### src/rtl/kitchen_timer_ctrl.sv
// rtl/kitchen_timer_ctrl.sv - MM:SS BCD countdown controller with 1 s prescaler and timed alarm
module kitchen_timer_ctrl #(
    parameter int TICK_DIV   = 100000000,
    parameter int ALARM_SECS = 10
) (
    input  logic       clk,
    input  logic       rst,
    input  logic       min_down,
    input  logic       sec_down,
    input  logic       start_down,
    output logic [3:0] min_tens,
    output logic [3:0] min_ones,
    output logic [3:0] sec_tens,
    output logic [3:0] sec_ones,
    output logic       running,
    output logic       alarm,
    output logic [1:0] state
);

    typedef enum logic [1:0] {
        S_IDLE  = 2'b00,
        S_RUN   = 2'b01,
        S_PAUSE = 2'b10,
        S_ALARM = 2'b11
    } state_t;

    localparam int PW = (TICK_DIV > 1) ? $clog2(TICK_DIV) : 1;
    localparam int AW = (ALARM_SECS > 1) ? $clog2(ALARM_SECS) : 1;
    localparam logic [PW-1:0] PRESC_LAST = PW'(TICK_DIV - 1);
    localparam logic [AW-1:0] ALARM_LAST = AW'(ALARM_SECS - 1);

    state_t        state_q, state_d;
    logic [3:0]    mt_q, mo_q, st_q, so_q;
    logic [3:0]    mt_d, mo_d, st_d, so_d;
    logic [3:0]    dmt, dmo, dst, dso;
    logic [PW-1:0] presc_q, presc_d;
    logic [AW-1:0] acnt_q, acnt_d;
    logic          counting, tick, any_btn, time_zero;

    always_ff @(posedge clk or posedge rst) begin
        if (rst) begin
            state_q <= S_IDLE;
            mt_q    <= 4'd0;
            mo_q    <= 4'd0;
            st_q    <= 4'd0;
            so_q    <= 4'd0;
            presc_q <= '0;
            acnt_q  <= '0;
        end else begin
            state_q <= state_d;
            mt_q    <= mt_d;
            mo_q    <= mo_d;
            st_q    <= st_d;
            so_q    <= so_d;
            presc_q <= presc_d;
            acnt_q  <= acnt_d;
        end
    end

    // One-second decrement of the current time, borrowing seconds then minutes.
    always_comb begin
        dmt = mt_q;
        dmo = mo_q;
        dst = st_q;
        dso = so_q;
        if (so_q != 4'd0) begin
            dso = so_q - 4'd1;
        end else if (st_q != 4'd0) begin
            dst = st_q - 4'd1;
            dso = 4'd9;
        end else begin
            dst = 4'd5;
            dso = 4'd9;
            if (mo_q != 4'd0) begin
                dmo = mo_q - 4'd1;
            end else begin
                dmo = 4'd9;
                dmt = mt_q - 4'd1;
            end
        end
    end

    always_comb begin
        state_d   = state_q;
        mt_d      = mt_q;
        mo_d      = mo_q;
        st_d      = st_q;
        so_d      = so_q;
        acnt_d    = acnt_q;
        counting  = (state_q == S_RUN) || (state_q == S_ALARM);
        tick      = counting && (presc_q == PRESC_LAST);
        any_btn   = min_down || sec_down || start_down;
        time_zero = ({mt_q, mo_q, st_q, so_q} == 16'h0000);
        if (!counting)
            presc_d = presc_q;
        else if (tick)
            presc_d = '0;
        else
            presc_d = presc_q + PW'(1);

        case (state_q)
            S_IDLE, S_PAUSE: begin
                if (start_down) begin
                    if (!time_zero) begin
                        state_d = S_RUN;
                        presc_d = '0;
                    end
                end else if (min_down && sec_down) begin
                    mt_d = 4'd0;
                    mo_d = 4'd0;
                    st_d = 4'd0;
                    so_d = 4'd0;
                end else if (min_down) begin
                    if (mo_q == 4'd9) begin
                        mo_d = 4'd0;
                        mt_d = (mt_q == 4'd9) ? 4'd0 : mt_q + 4'd1;
                    end else begin
                        mo_d = mo_q + 4'd1;
                    end
                end else if (sec_down) begin
                    if (so_q == 4'd9) begin
                        so_d = 4'd0;
                        st_d = (st_q == 4'd5) ? 4'd0 : st_q + 4'd1;
                    end else begin
                        so_d = so_q + 4'd1;
                    end
                end
            end
            S_RUN: begin
                if (start_down) begin
                    state_d = S_PAUSE;
                end else if (tick) begin
                    mt_d = dmt;
                    mo_d = dmo;
                    st_d = dst;
                    so_d = dso;
                    if ({dmt, dmo, dst, dso} == 16'h0000) begin
                        state_d = S_ALARM;
                        presc_d = '0;
                        acnt_d  = '0;
                    end
                end
            end
            S_ALARM: begin
                if (any_btn) begin
                    state_d = S_IDLE;
                    acnt_d  = '0;
                end else if (tick) begin
                    if (acnt_q == ALARM_LAST) begin
                        state_d = S_IDLE;
                        acnt_d  = '0;
                    end else begin
                        acnt_d = acnt_q + AW'(1);
                    end
                end
            end
            default: state_d = S_IDLE;
        endcase
    end

    assign min_tens = mt_q;
    assign min_ones = mo_q;
    assign sec_tens = st_q;
    assign sec_ones = so_q;
    assign running  = (state_q == S_RUN);
    assign alarm    = (state_q == S_ALARM);
    assign state    = state_q;

endmodule

### config.mk
export PLATFORM = sky130hd
export DESIGN_NAME = kitchen_timer_ctrl
export DESIGN_NICKNAME = d
export VERILOG_FILES = /design/src/rtl/kitchen_timer_ctrl.sv
export SDC_FILE = /design/constraint.sdc
export NUM_CORES = 1
export LEC_CHECK = 0
export BUFFER_PORTS_ARGS = -buffer_cell sky130_fd_sc_hd__buf_4
export CAP_MARGIN = 10
export CORE_UTILIZATION = 40
export DETAILED_ROUTE_END_ITERATION = 8
export PLACE_DENSITY_LB_ADDON = 0.12
export SETUP_SLACK_MARGIN = 0.05
export SLEW_MARGIN = 10
export SYNTH_ARGS = -nofsm -noshare
export SYNTH_HDL_FRONTEND = slang
export SYNTH_SLANG_ARGS = --single-unit
### constraint.sdc
create_clock -name clk -period 2.8 [get_ports clk]
set_clock_uncertainty 0.05 [all_clocks]
set_input_delay 0.56 -clock clk [delete_from_list [all_inputs] [get_ports clk]]
set_output_delay 0.56 -clock clk [all_outputs]
set_load 0.02 [all_outputs]
==> results.yml <==
finish:
  multiInputGateArea_um2: 1970
  area.sequential_um2: 1230
  final_util: 0.471
  fillers: 807
  n_antenna_cell: 0
  area_growth_pct: 14.3
  drive_gt1_frac: 0.177
  fin_nets: 437
worst_setup_path:
  crit_arrival_ns: 2.80
  end_kind: "register"
  crit_fanout: 8
  start_kind: "register"
  r2r_cells: 6
  cp.required_ns: 2.98
  path_class: "register to register"
  reg2reg_to: "sec_tens[1]$_DFFE_PP0P_"
  r2r-start: "presc_q[8]$_DFF_PP0_"
  r2r_slack_ns: 0.19
pwr:
  powerDensity_nw_per_um2: 933
  p_int_mw: 2.00
  seqPwrFrac: 0.308
  irDropWorstVdd_v: 0.000325
  p_clk_frac: 0.170
  p_total_mw: 3.59
  swShare: 0.444
  combPwrFrac: 0.522
  static-leakage-power_nw: 1.67
  switching_power_mw: 1.59
routing:
  drt_iter0_drc: 113
  viasPerCell: 5.57
  wl_per_cell_um: 15.8
  route.met2.wl_mm: 4.08
  drt.antenna.violating_nets: 0
  firstDrtPassIters: 4
  drc_errors: 0
  drt-met1-wl_mm: 3.84
  wirelength_mm: 8.26
  top_layer_used: "met4"
  vias: 2906
  wl_met3_um: 223
global_route:
  grt_max_degree: 26
  first_global_vias: 2882
  grt_use_total: 0.204
  grt_overflow: 0
  antenna_found_initial: 0
  grt_pass1_wl_mm: 14.0
hold_path:
  holdCritPathClass: "input pin to asynchronous set/reset pin"
synthesis:
  syn_nets: 405
  synth-edff-count: 0
  syn_avg_cell_area_um2: 8.77
  synth_xor_area_frac: 0.0702
  async_flop_share: 1.00
  synth_cell_types: 67
  syn-cell-area_um2: 3370
  synth_top_family_by_area: "simple AND/OR/NAND/NOR gates"
  synth_ff_type: "dfrtp_1"
  synth-compound-area-share: 0.174
  ys_ff_latch: 49
  synth-adder-area-share: 0.0595
  synthMuxAreaShare: 0.0152
  yosys_warnings: 0
  postSynthCellCount: 384
  synth-seq-area-share: 0.364
  synth-simple-area-share: 0.265
timing:
  rsz0062_at_grt: "no"
  hold_slack_ns: 0.156
  slew_headroom: 0.575
  final_max_slew_viol_count: 0
  layout_setup_ws_ns: 0.185
  finalHoldViolCount: 0
  finalSetupTns_ns: 0
  setup-violations-final: 0
  worst_pin_slew_ns: 0.635
  fmax_ghz: 0.382
  post-route-period-util: 0.934
  fin_crit_ns: 2.61
die:
  die_w_um: 93.7
  start_util: 0.412
  core_um2: 8180
  rows: 33
  num_io_pins: 25
  die-area_um2: 8790
  fp.dieH_um: 93.7
clock_tree:
  clock_sinks: 49
  clockRootBuffer: "clkbuf_8"
  cts_tree: "yes"
  cts.clk_slew.worst_paths_ns: 0.10
  cts_hold_buffers: 0
  cts_buffers: 5
  htreeDepth: 2
  worstSkewPairLatency_ns: 0.31
  clock_path_buffers: 2
placement:
  gp_congestion: 0.854
  dp_slack_ns: 0.125
  dp_hpwl_mm: 6.12
  portBuffers: 24
flow_run:
  cap_violations: 0
run_status:
  status: "finished, final reports clean"
[worst max-delay path, stage by stage (launching register included)]
cell and delay [ns]:
dfrtp_1 0.47, or4b_4 0.60, nor4_4 0.40, a21oi_1 0.14
o21ai_2 0.34, and3_1 0.33, mux2i_1 0.21
[how the worst max path moves through the flow]
stage | start | endpoint | slack (ns) | depth (start not counted)
finish | presc_q[8]$_DFF_PP0_ | sec_tens[1]$_DFFE_PP0P_ | 0.19 | 6
global route | presc_q[1]$_DFF_PP0_ | acnt_q[3]$_DFFE_PP0P_ | 0.06 | 8
CTS | sec_ones[0]$_DFFE_PP0P_ | presc_q[4]$_DFF_PP0_ | 0.12 | 8
detailed placement | sec_ones[0]$_DFFE_PP0P_ | presc_q[4]$_DFF_PP0_ | 0.12 | 8
global placement | sec_ones[0]$_DFFE_PP0P_ | acnt_q[0]$_DFFE_PP0P_ | 0.16 | 8
floorplan | sec_ones[0]$_DFFE_PP0P_ | acnt_q[3]$_DFFE_PP0P_ | 0.31 | 8
[timing repair]
| item | 4_1_cts | 5_1_grt |
|---|---|---|
| setup endpoints to repair | 0 | 30 |
| setup buffers | 0 | 4 |
| gates resized for setup | 0 | 3 |
[power by group through the flow]
stage / logic, mW / clock network [mW] / registers [mW]
final: 1.88 / 0.611 / 1.11
after global routing: 2.09 / 0.660 / 1.14
after CTS: 1.82 / 0.623 / 1.10
after detailed placement: 1.81 / 0 / 1.11
after global placement: 1.80 / 0 / 1.11
after floorplan: 1.21 / 0 / 1.16
[metrics by stage]
stage	std cells	instance area, µm²
global placement	510	3680
floorplan	384	3370
CTS	518	3810
detailed placement	510	3680
finish	522	3850
global route	522	3850
[registers in the layout (all words and copies together), names as in the netlist]
name,cells
sec_ones,4
min_tens,4
state,2
sec_tens,4
acnt_q,4
presc_q,27
min_ones,4
[cells by family (layout without fill, tap and decap cells)]
kind of cell / count (synthesis) / count (layout)
DFF: 49 / 49
and+or+nand+nor: 167 / 167
adders and majority gates: 16 / 16
xor gates and xnor gates: 27 / 27
buffers and inverters: 35 / 68
muxes: 5 / 5
AOI/OAI and AO/OA: 85 / 85
[synthesized netlist by cell type (5+ instances only)]
| library cell | n | share of area |
|---|---|---|
| and3_1 | 10 | 0.019 |
| ha_1 | 16 | 0.059 |
| a31oi_1 | 5 | 0.0093 |
| nand2b_1 | 5 | 0.0093 |
| inv_1 | 18 | 0.020 |
| xor2_1 | 14 | 0.036 |
| nor3_1 | 13 | 0.019 |
| xnor2_1 | 13 | 0.034 |
| nor2_1 | 52 | 0.058 |
| nand2_1 | 27 | 0.030 |
| nand3_1 | 13 | 0.019 |
| clkbuf_1 | 9 | 0.010 |
| o211ai_1 | 5 | 0.011 |
| a21oi_1 | 17 | 0.025 |
| nand4_1 | 13 | 0.024 |
| dfrtp_1 | 49 | 0.36 |
| o21ai_0 | 17 | 0.025 |
[layout by cell type, fill, tap and decap left out, types with 9 or more instances in the layout]
cell     synthesis  final
xor2_1          14     14
nand4_1         13     13
nor3_1          13     13
buf_4            0     42
inv_1           18     17
xnor2_1         13     13
nand3_1         13     13
ha_1            16     16
dfrtp_1         49     48
and3_1          10      9
nor2_1          52     52
o21ai_0         17     17
a21oi_1         17     17
nand2_1         27     27
[routing by layer]
metal	vias up	track usage
met5	-	0
met4	0	0.0679
met3	9	0.0356
met2	56	0.346
met1	1399	0.262
li1	1442	-
[cell type report]
class	instances	area share
multi-input combinational	300	0.513
clock buffer	5	0.0179
timing repair buffer	42	0.0819
sequential	49	0.319
inverter	18	0.0175
clock inverter	3	0.0169
tap	105	0.0341
(Power assumes the default switching activity.)
